**config.mk**
```make
export PLATFORM = sky130hd
export DESIGN_NAME = memory_arbiter
export DESIGN_NICKNAME = d
export VERILOG_FILES = /design/src/rtl/memory_arbiter.sv
export SDC_FILE = /design/constraint.sdc
export NUM_CORES = 1
export LEC_CHECK = 0
export CAP_MARGIN = 20
export CORE_ASPECT_RATIO = 1.5
export CORE_MARGIN = 8
export CORE_UTILIZATION = 39
export CTS_CLUSTER_DIAMETER = 120
export CTS_CLUSTER_SIZE = 25
export DETAILED_ROUTE_END_ITERATION = 8
export PLACE_DENSITY_LB_ADDON = 0.1
export SYNTH_ARGS = -nofsm -noshare
export SYNTH_HDL_FRONTEND = slang
export SYNTH_SLANG_ARGS = --single-unit
```
**constraint.sdc**
```tcl
create_clock -name clock -period 5.8 [get_ports clock]
set_clock_uncertainty 0.1 [all_clocks]
set_input_delay 1.16 -clock clock [delete_from_list [all_inputs] [get_ports clock]]
set_output_delay 1.16 -clock clock [all_outputs]
set_load 0.1 [all_outputs]
```
**src/rtl/memory_arbiter.sv**
```systemverilog
// Two-requester arbiter sharing one enable/ready memory port (round-robin or fixed priority).
// Latency: grant and mem_enable one edge after request, mN_ready one edge after mem_ready.
// Backpressure: the winner is held until its enable drops; no new enable while mem_ready is high.
module memory_arbiter #(
    parameter int ADDRESS_WIDTH  = 32,
    parameter int DATA_WIDTH     = 32,
    parameter int FIXED_PRIORITY = 0
) (
    input  logic                     clock,
    input  logic                     reset,
    input  logic [ADDRESS_WIDTH-1:0] m0_address,
    input  logic [DATA_WIDTH-1:0]    m0_data_out,
    input  logic [1:0]               m0_data_size,
    input  logic                     m0_operation,
    input  logic                     m0_enable,
    output logic [DATA_WIDTH-1:0]    m0_data_in,
    output logic                     m0_ready,
    input  logic [ADDRESS_WIDTH-1:0] m1_address,
    input  logic [DATA_WIDTH-1:0]    m1_data_out,
    input  logic [1:0]               m1_data_size,
    input  logic                     m1_operation,
    input  logic                     m1_enable,
    output logic [DATA_WIDTH-1:0]    m1_data_in,
    output logic                     m1_ready,
    output logic [ADDRESS_WIDTH-1:0] mem_address,
    output logic [DATA_WIDTH-1:0]    mem_data_out,
    output logic [1:0]               mem_data_size,
    output logic                     mem_operation,
    output logic                     mem_enable,
    input  logic [DATA_WIDTH-1:0]    mem_data_in,
    input  logic                     mem_ready
);
    typedef enum logic [1:0] {IDLE, ACCESS, RESPOND, DRAIN} state_t;

    state_t state, state_nxt;
    logic   last_grant;
    logic   winner;
    logic   grant_vld;
    logic   grant_sel;
    logic   winner_enable;

    // Holding off on mem_ready keeps a new request from overlapping a stale completion.
    always_comb begin
        grant_vld = (m0_enable | m1_enable) & ~mem_ready;
        grant_sel = 1'b0;
        if (m0_enable && m1_enable) begin
            grant_sel = (FIXED_PRIORITY != 0) ? 1'b0 : ~last_grant;
        end else if (m1_enable) begin
            grant_sel = 1'b1;
        end
        winner_enable = winner ? m1_enable : m0_enable;
    end

    always_ff @(posedge clock or posedge reset) begin
        if (reset) begin
            state <= IDLE;
        end else begin
            state <= state_nxt;
        end
    end

    always_comb begin
        state_nxt = state;
        case (state)
            IDLE:    if (grant_vld) state_nxt = ACCESS;
            ACCESS:  if (mem_ready) state_nxt = RESPOND;
            RESPOND: if (!winner_enable) state_nxt = mem_ready ? DRAIN : IDLE;
            DRAIN:   if (!mem_ready) state_nxt = IDLE;
            default: state_nxt = IDLE;
        endcase
    end

    always_ff @(posedge clock or posedge reset) begin
        if (reset) begin
            last_grant    <= 1'b1;
            winner        <= 1'b0;
            mem_address   <= '0;
            mem_data_out  <= '0;
            mem_data_size <= '0;
            mem_operation <= 1'b0;
            mem_enable    <= 1'b0;
            m0_data_in    <= '0;
            m1_data_in    <= '0;
            m0_ready      <= 1'b0;
            m1_ready      <= 1'b0;
        end else begin
            if (state == IDLE && grant_vld) begin
                winner        <= grant_sel;
                last_grant    <= grant_sel;
                mem_address   <= grant_sel ? m1_address   : m0_address;
                mem_data_out  <= grant_sel ? m1_data_out  : m0_data_out;
                mem_data_size <= grant_sel ? m1_data_size : m0_data_size;
                mem_operation <= grant_sel ? m1_operation : m0_operation;
                mem_enable    <= 1'b1;
            end
            if (state == ACCESS && mem_ready) begin
                mem_enable <= 1'b0;
                if (winner) begin
                    m1_ready <= 1'b1;
                    if (!mem_operation) m1_data_in <= mem_data_in;
                end else begin
                    m0_ready <= 1'b1;
                    if (!mem_operation) m0_data_in <= mem_data_in;
                end
            end
            if (state == RESPOND && !winner_enable) begin
                if (winner) m1_ready <= 1'b0;
                else        m0_ready <= 1'b0;
            end
        end
    end
endmodule

```
---- Word-level counts from Yosys, hierarchy flattened ----
Index checks and enable logic that the tools add are counted.
storage, ports and cells
  register bits ........................... 138
  input port bits ......................... 171
  output and inout port bits .............. 134
  word-level logic and storage cells ...... 58
cells by class
  equality and inequality tests ........... 7
  muxes and demuxes ....................... 23
  bitwise operators ....................... 6
  reductions and logical operators ........ 10
operators with widths
  operator            count
  $mux 32             2
  $mux 1              14
  $mux 2              6
  $ne 2x2->1 const B  4
  $pmux 2 s4          1
  $reduce_and 3->1    2
  $eq 2x2->1 const B  2
  $logic_and 1x1->1   4
  $not 1->1           4
  $reduce_and 4->1    1
  $eq 2x1->1 const B  1
  $logic_not 2->1     1
  $reduce_bool 2->1   1
  $and 1x1->1         1
  $logic_not 1->1     1
  $or 1x1->1          1

---- Depth between registers and ports, before layout ----
Gate-level depths: netlist (run 1).
  depth in word-level cells ............... 5
  depth in mapped cells ................... 6

---- Worst setup path before layout (run 1) ----
OpenSTA, ideal clock, no wires.
  kind .................................... in2reg
  start point ............................. in mem_ready
  end point ............................... reg mem_address[0]
  library setup time ...................... 123 ps
  arrival time ............................ 2377 ps
  required time ........................... 5577 ps
  path slack .............................. 3200 ps
  stages on the path ...................... 5
  path buffers ............................ 2
  cell sequence ........................... or4b_4 > buf_6 > buf_6 > or3_1 > o221a_2
on the way
  longest elaborated chain between the ends .. 3
RTL lines
  element               RTL line  RTL
  from (decl)           31        input logic mem_ready
  $not 1->1             44        grant_vld = (m0_enable | m1_enable) & ~mem_ready;
  $and 1x1->1           44
  $logic_and 1x1->1     87        if (state == IDLE && grant_vld) begin
  to (signal assigned)  90        mem_address <= grant_sel ? m1_address : m0_address;
  to (decl)             25        output logic [ADDRESS_WIDTH-1:0] mem_address,
Every way passes these cells.
A chain may end at the register's enable or synchronous reset.

---- Final worst setup path (run 1) ----
  start point ............................. in mem_ready
  end point ............................... reg mem_address[13]
Same word-level chain as after synthesis.

==> flow_metrics.tcl, run 1 <==
set metrics [dict create \
    run_status "finished clean" \
    final_critical_path_setup_slack_ns 2.49 \
    clock_sinks 138 \
    detailed_place_hpwl_um 14000 \
    tns_ns 0 \
    pin_slew_with_the_least_headroom_to_its_limit_ns 1.05 \
    tritoncts_clock_tree "built" \
    timing.critical_path.from_type "primary input" \
    yosys_register_bits 138 \
    place.port_buffers 304 \
    synth.yosys.warnings 0 \
    cts_inserted_buffers 17 \
    required_ns 6.05 \
    endpoint_kind "register" \
    antenna_found_initial 2 \
    worst_skew_pair_later_pin_latency_ns 0.40 \
    floorplan.io_pins 305 \
    drive_gt1_share_pct 22.7 \
    fp.dieH_um 164 \
    cts_max_level 4 \
    synth_area_per_cell_um2 14.2 \
    synth_seq_area_share_pct 60.6 \
    finalHoldViolations 0 \
    initial_core_utilization_pct 39.5 \
    drtIter0Drc 186 \
    first_global_vias 5201 \
    antenna_left 0 \
    hold_class "register to register" \
    hold_buffers 0 \
    timing.max_cap.violations 0 \
    setup_repair_after_global_routing_missed_its_margin "false" \
    wire_per_inst_um 20.6 \
    clk_root_buffer_cell "sky130_fd_sc_hd__clkbuf_16" \
    min_period_ns 3.31 \
    finalCoreUtilization_pct 65.6 \
    grt_pass1_wl_um 28100 \
    final-max-slew-violation-count 0 \
    timing.final.crit_share_pct 57.1 \
    gr-usage-all-layers_pct 19.6 \
    worst_setup_hold_path_clk_slew_ns 0.06 \
    maximum_number_of_pins_on_one_net_before_global_route_repair 93 \
    maxClockFrequency_mhz 302 \
    path_class "primary input to register" \
    pre_cts_ws_ns 2.04 \
    number_of_cells_upsized_or_downsized_after_cts 0 \
    final-instance-count-excl-fill 906 \
    area.growth.synth_to_final_pct 66.3 \
    fillers 1167 \
    slew_headroom_pct 29.7 \
    post_cts_buffers 0 \
    rows 54 \
    drt-vias-per-instance 5.16 \
    placed_cells_incl_taps 871 \
    synth_cells 403 \
    detailedRoute.firstPassIterationCount 4 \
    gpl.final_weighted_congestion 0.773 \
    route.vias.total 4679 \
    floorplan.die.width_um 115 \
    yosysUniqueCellTypes 29 \
    design.core.area_mm2 0.0145 \
    nNetsFinal 866 \
    worstPathArrival_ns 3.56 \
    count_of_final_setup_violators 0 \
    post-route-drc-count 0 \
    fp.dieArea_mm2 0.0188 \
    number_of_nets_produced_by_synthesis 574 \
    mappedNetlistArea_mm2 0.00570 \
    critical_path.max_fanout 41 \
    routed_wirelength_um 18600 \
    clock_tree.buffer_depth 2 \
    globalRouteOverflowTotal 0 \
]
==> cell type report <==
| class | instances | area (µm²) | share of cell area (%) |
|---|---|---|---|
| clock inverter | 13 | 135 | 1.42 |
| tap | 196 | 245 | 2.59 |
| sequential | 138 | 3450 | 36.4 |
| inverter | 2 | 12.5 | 0.132 |
| multi-input combinational | 226 | 2090 | 22.0 |
| antenna | 2 | 5.00 | 0.0528 |
| timing repair buffer | 310 | 3100 | 32.7 |
| clock buffer | 19 | 443 | 4.67 |
==> routing by layer <==
metal / routed length, µm / global-route usage, % / part of all wire [%]
met1: 6630 / 20.1 / 36
met2: 9770 / 34.2 / 52
met3: 1560 / 7.47 / 8.4
met4: 676 / 9.42 / 3.6
met5: 10 / 0 / 0.054
==> worst max-delay path: stages <==
cell and delay (ns):
sky130_fd_sc_hd__clkdlybuf4s50_1 0.54, sky130_fd_sc_hd__nor3_1 0.37, sky130_fd_sc_hd__o21a_2 0.81, sky130_fd_sc_hd__buf_4 0.43, sky130_fd_sc_hd__o221a_2 0.24
==> flip-flops by register name, summed over array words and instances (netlist names), named ones only <==
register / cells
m0_data_in: 32
mem_address: 32
winner: 1
mem_data_size: 2
mem_enable: 1
mem_operation: 1
state: 2
m1_data_in: 32
last_grant: 1
mem_data_out: 32
==> synth_stat cells, drive strengths merged <==
cell,count,area share (%)
dfrtp,137,60
or3,68,7.5
o221a,67,13
mux2,64,13
clkbuf,23,1.5
buf,14,1.5
nand2,5,0.33
nor3,3,0.26
inv,2,0.13
nand3b,2,0.26
nor2,2,0.13
o21ai,2,0.18
a21o,1,0.13
a21oi,1,0.088
a22o,1,0.15
a31oi,1,0.11
dfstp,1,0.46
mux2i,1,0.18
nand3,1,0.088
nor2b,1,0.11
nor3b,1,0.13
o21a,1,0.13
o22a,1,0.15
o31ai,1,0.13
or3b,1,0.15
or4b,1,0.24
==> placed cells by master, fill, tap and decap left out, types with 2 or more instances in the layout <==
master / n
sky130_fd_sc_hd__clkdlybuf4s50_1: 304
sky130_fd_sc_hd__dfrtp_1: 137
sky130_fd_sc_hd__or3_1: 68
sky130_fd_sc_hd__o221a_2: 67
sky130_fd_sc_hd__mux2_2: 50
sky130_fd_sc_hd__clkbuf_16: 17
sky130_fd_sc_hd__mux2_1: 14
sky130_fd_sc_hd__inv_6: 6
sky130_fd_sc_hd__nand2_1: 5
sky130_fd_sc_hd__buf_4: 5
sky130_fd_sc_hd__clkinvlp_4: 4
sky130_fd_sc_hd__diode_2: 2
sky130_fd_sc_hd__nor3_1: 2
sky130_fd_sc_hd__nand3b_1: 2
sky130_fd_sc_hd__nor2_1: 2
sky130_fd_sc_hd__o21ai_0: 2
sky130_fd_sc_hd__inv_8: 2
==> cells by family (layout without fill, tap and decap cells) <==
logic type | count (synthesis) | count (layout) | share of synthesized area [%]
other | 0 | 2 | 0
AND/OR/NAND/NOR | 85 | 85 | 9.17
flip-flops | 138 | 138 | 60.6
AO/OA/AOI/OAI | 76 | 76 | 14.3
buffers and inverters | 39 | 344 | 3.16
multiplexers | 65 | 65 | 12.8
==> per-stage QoR <==
| stage | instance area [µm²] | hold WS [ns] |
|---|---|---|
| global route | 9480 | 0.402 |
| CTS | 9460 | 0.388 |
| floorplan | 5700 | 0.454 |
| detailed placement | 8880 | 0.374 |
| finish | 9480 | 0.384 |
| global placement | 8880 | 0.364 |
==> final timing paths <==
kind	from	end	slack, ns	cells past startpoint
max	mem_ready	mem_address[13]	2.49	5
min	m0_data_in[18]	m0_data_in[18]	0.38	1
max reg2reg	state[0]	mem_address[13]	3.31	4
min reg2reg	m0_data_in[18]	m0_data_in[18]	0.38	1
max in group asynchronous	reset	mem_address[27]	3.27	3
min in group asynchronous	reset	m1_data_in[0]	1.17	2
Power of run 1 is not shown: default switching activity piles up to over one toggle a cycle in this logic, so the estimate is an artifact.
==> inputs of run 2 (changes only) <==
- clock period: 5.8 -> 3.3 ns (I/O delays scaled with it)
==> flow_metrics.tcl, run 2 (synthesis results as in run 1) <==
set metrics [dict create \
    count_of_final_setup_violators 0 \
    path_class "primary input to register" \
    drt-vias-per-instance 5.17 \
    detailed_place_hpwl_um 13800 \
    worst_skew_pair_later_pin_latency_ns 0.41 \
    required_ns 3.50 \
    hold_path_depth 1 \
    worst_setup_hold_path_clk_slew_ns 0.06 \
    post-route-drc-count 0 \
    drtIter0Drc 272 \
    fillers 1177 \
    maximum_number_of_pins_on_one_net_before_global_route_repair 100 \
    final-max-slew-violation-count 0 \
    detailedRoute.firstPassIterationCount 4 \
    drive_gt1_share_pct 41.8 \
    cells_traversed_along_the_worst_timing_path "clkdlybuf4s50_1 > or4b_4 > or3_1 > o221a_2" \
    cts_inserted_buffers 17 \
    routed_wirelength_um 18700 \
    finalHoldViolations 0 \
    final_area_mm2 0.00927 \
    critical_path.max_fanout 69 \
    place.port_buffers 304 \
    cts_max_level 4 \
    crit_slowest_cell "sky130_fd_sc_hd__or4b_4" \
    max_stage_delay_ns 0.83 \
    timing.final.crit_share_pct 75.4 \
    pin_slew_with_the_least_headroom_to_its_limit_ns 0.748 \
    setup_repair_after_global_routing_missed_its_margin "false" \
    critPathTopFamily "simple AND/OR/NAND/NOR gates" \
    wire_per_inst_um 20.7 \
    antenna_left 0 \
    global_route.usage.met1_pct 20.5 \
    hold_buffers 0 \
    gr-usage-all-layers_pct 19.7 \
    fp.dieH_um 164 \
    floorplan.io_pins 305 \
    area.growth.synth_to_final_pct 62.4 \
    maxClockFrequency_mhz 402 \
    hold_class "register to register" \
    grt_busiest_layer "met2" \
    placement.cell_area_mm2 0.00859 \
    worstPathArrival_ns 2.69 \
    globalRouteOverflowTotal 0 \
    crit_reg_reg_startpoint "state[0]" \
    layout.cells.most_common "sky130_fd_sc_hd__clkdlybuf4s50_1" \
    global_route_met2_usage_pct 34.2 \
    tritoncts_clock_tree "built" \
    run_status "finished clean" \
    route.vias.total 4683 \
    global_route.usage.met3_pct 7.25 \
    layout.cells.most_common_list "sky130_fd_sc_hd__clkdlybuf4s50_1 (170), sky130_fd_sc_hd__buf_4 (140), sky130_fd_sc_hd__dfrtp_1 (137)" \
    timing.critical_path.from_type "primary input" \
    clock_tree.buffer_depth 2 \
    rows 54 \
    fp.dieArea_mm2 0.0188 \
    num_antenna_cells 0 \
    finalCoreUtilization_pct 64.1 \
    gpl.final_weighted_congestion 0.749 \
    endpoint_kind "register" \
    rrSetupSlack_ns 1.12 \
    nNetsFinal 868 \
    regToRegEndpoint "mem_data_out[21]" \
    first_global_vias 5256 \
    timing.max_cap.violations 0 \
    cp.buffers_inverters 1 \
    antenna_found_initial 0 \
    hold-path-endpoint "mem_enable" \
    grt_pass1_wl_um 28500 \
    tns_ns 0 \
    slew_headroom_pct 50.1 \
    post_cts_buffers 0 \
    clk_root_buffer_cell "sky130_fd_sc_hd__clkbuf_16" \
    initial_core_utilization_pct 39.5 \
    clock_sinks 138 \
    design.core.area_mm2 0.0145 \
    timing.hold.worst.start "mem_enable" \
    number_of_cells_upsized_or_downsized_after_cts 0 \
    min_period_ns 2.49 \
    floorplan.die.width_um 115 \
    worst-r2r-cell-count 3 \
]
[run 2: worst max path at each step]
stage / start / endpoint / slack, ns / depth (start not counted)
floorplan: reset / asynchronous set/reset pin / 0.82 / 1
global placement: m0_enable / mem_address[19] / 0.49 / 4
detailed placement: mem_ready / mem_data_out[21] / 0.42 / 4
CTS: mem_ready / mem_data_out[21] / 0.86 / 4
global route: mem_ready / mem_data_out[6] / 0.74 / 4
finish: mem_ready / mem_data_out[21] / 0.81 / 4
[run 2: area by class of cell]
type	count	area, µm²	area share, %
Sequential cell	138	3450	37.3
Timing Repair Buffer	312	2790	30.1
Clock inverter	14	244	2.63
Inverter	2	11.3	0.122
Tap cell	196	245	2.65
Clock buffer	18	429	4.63
Multi-Input combinational cell	226	2090	22.5
[run 2: through the flow]
stage,setup slack (ns),instances,hold slack (ns)
after floorplan,0.820,403,0.454
after global placement,0.493,874,0.371
after detailed placement,0.423,874,0.378
after CTS,0.861,906,0.392
after global routing,0.743,906,0.409
final,0.810,906,0.383
[run 2: worst reg2reg max path, delay by kind of cell, from the launching register on]
family | cells | cell delay, ns
flops | 1 | 0.45
compound gates | 1 | 0.13
simple gates | 2 | 1.38
[run 2: layer usage]
layer	wire [µm]	part of all wire, %
met5	0	0
met4	632	3.4
met1	6850	37
met3	1580	8.4
met2	9680	52
Power of run 2 is left out for the same reason.
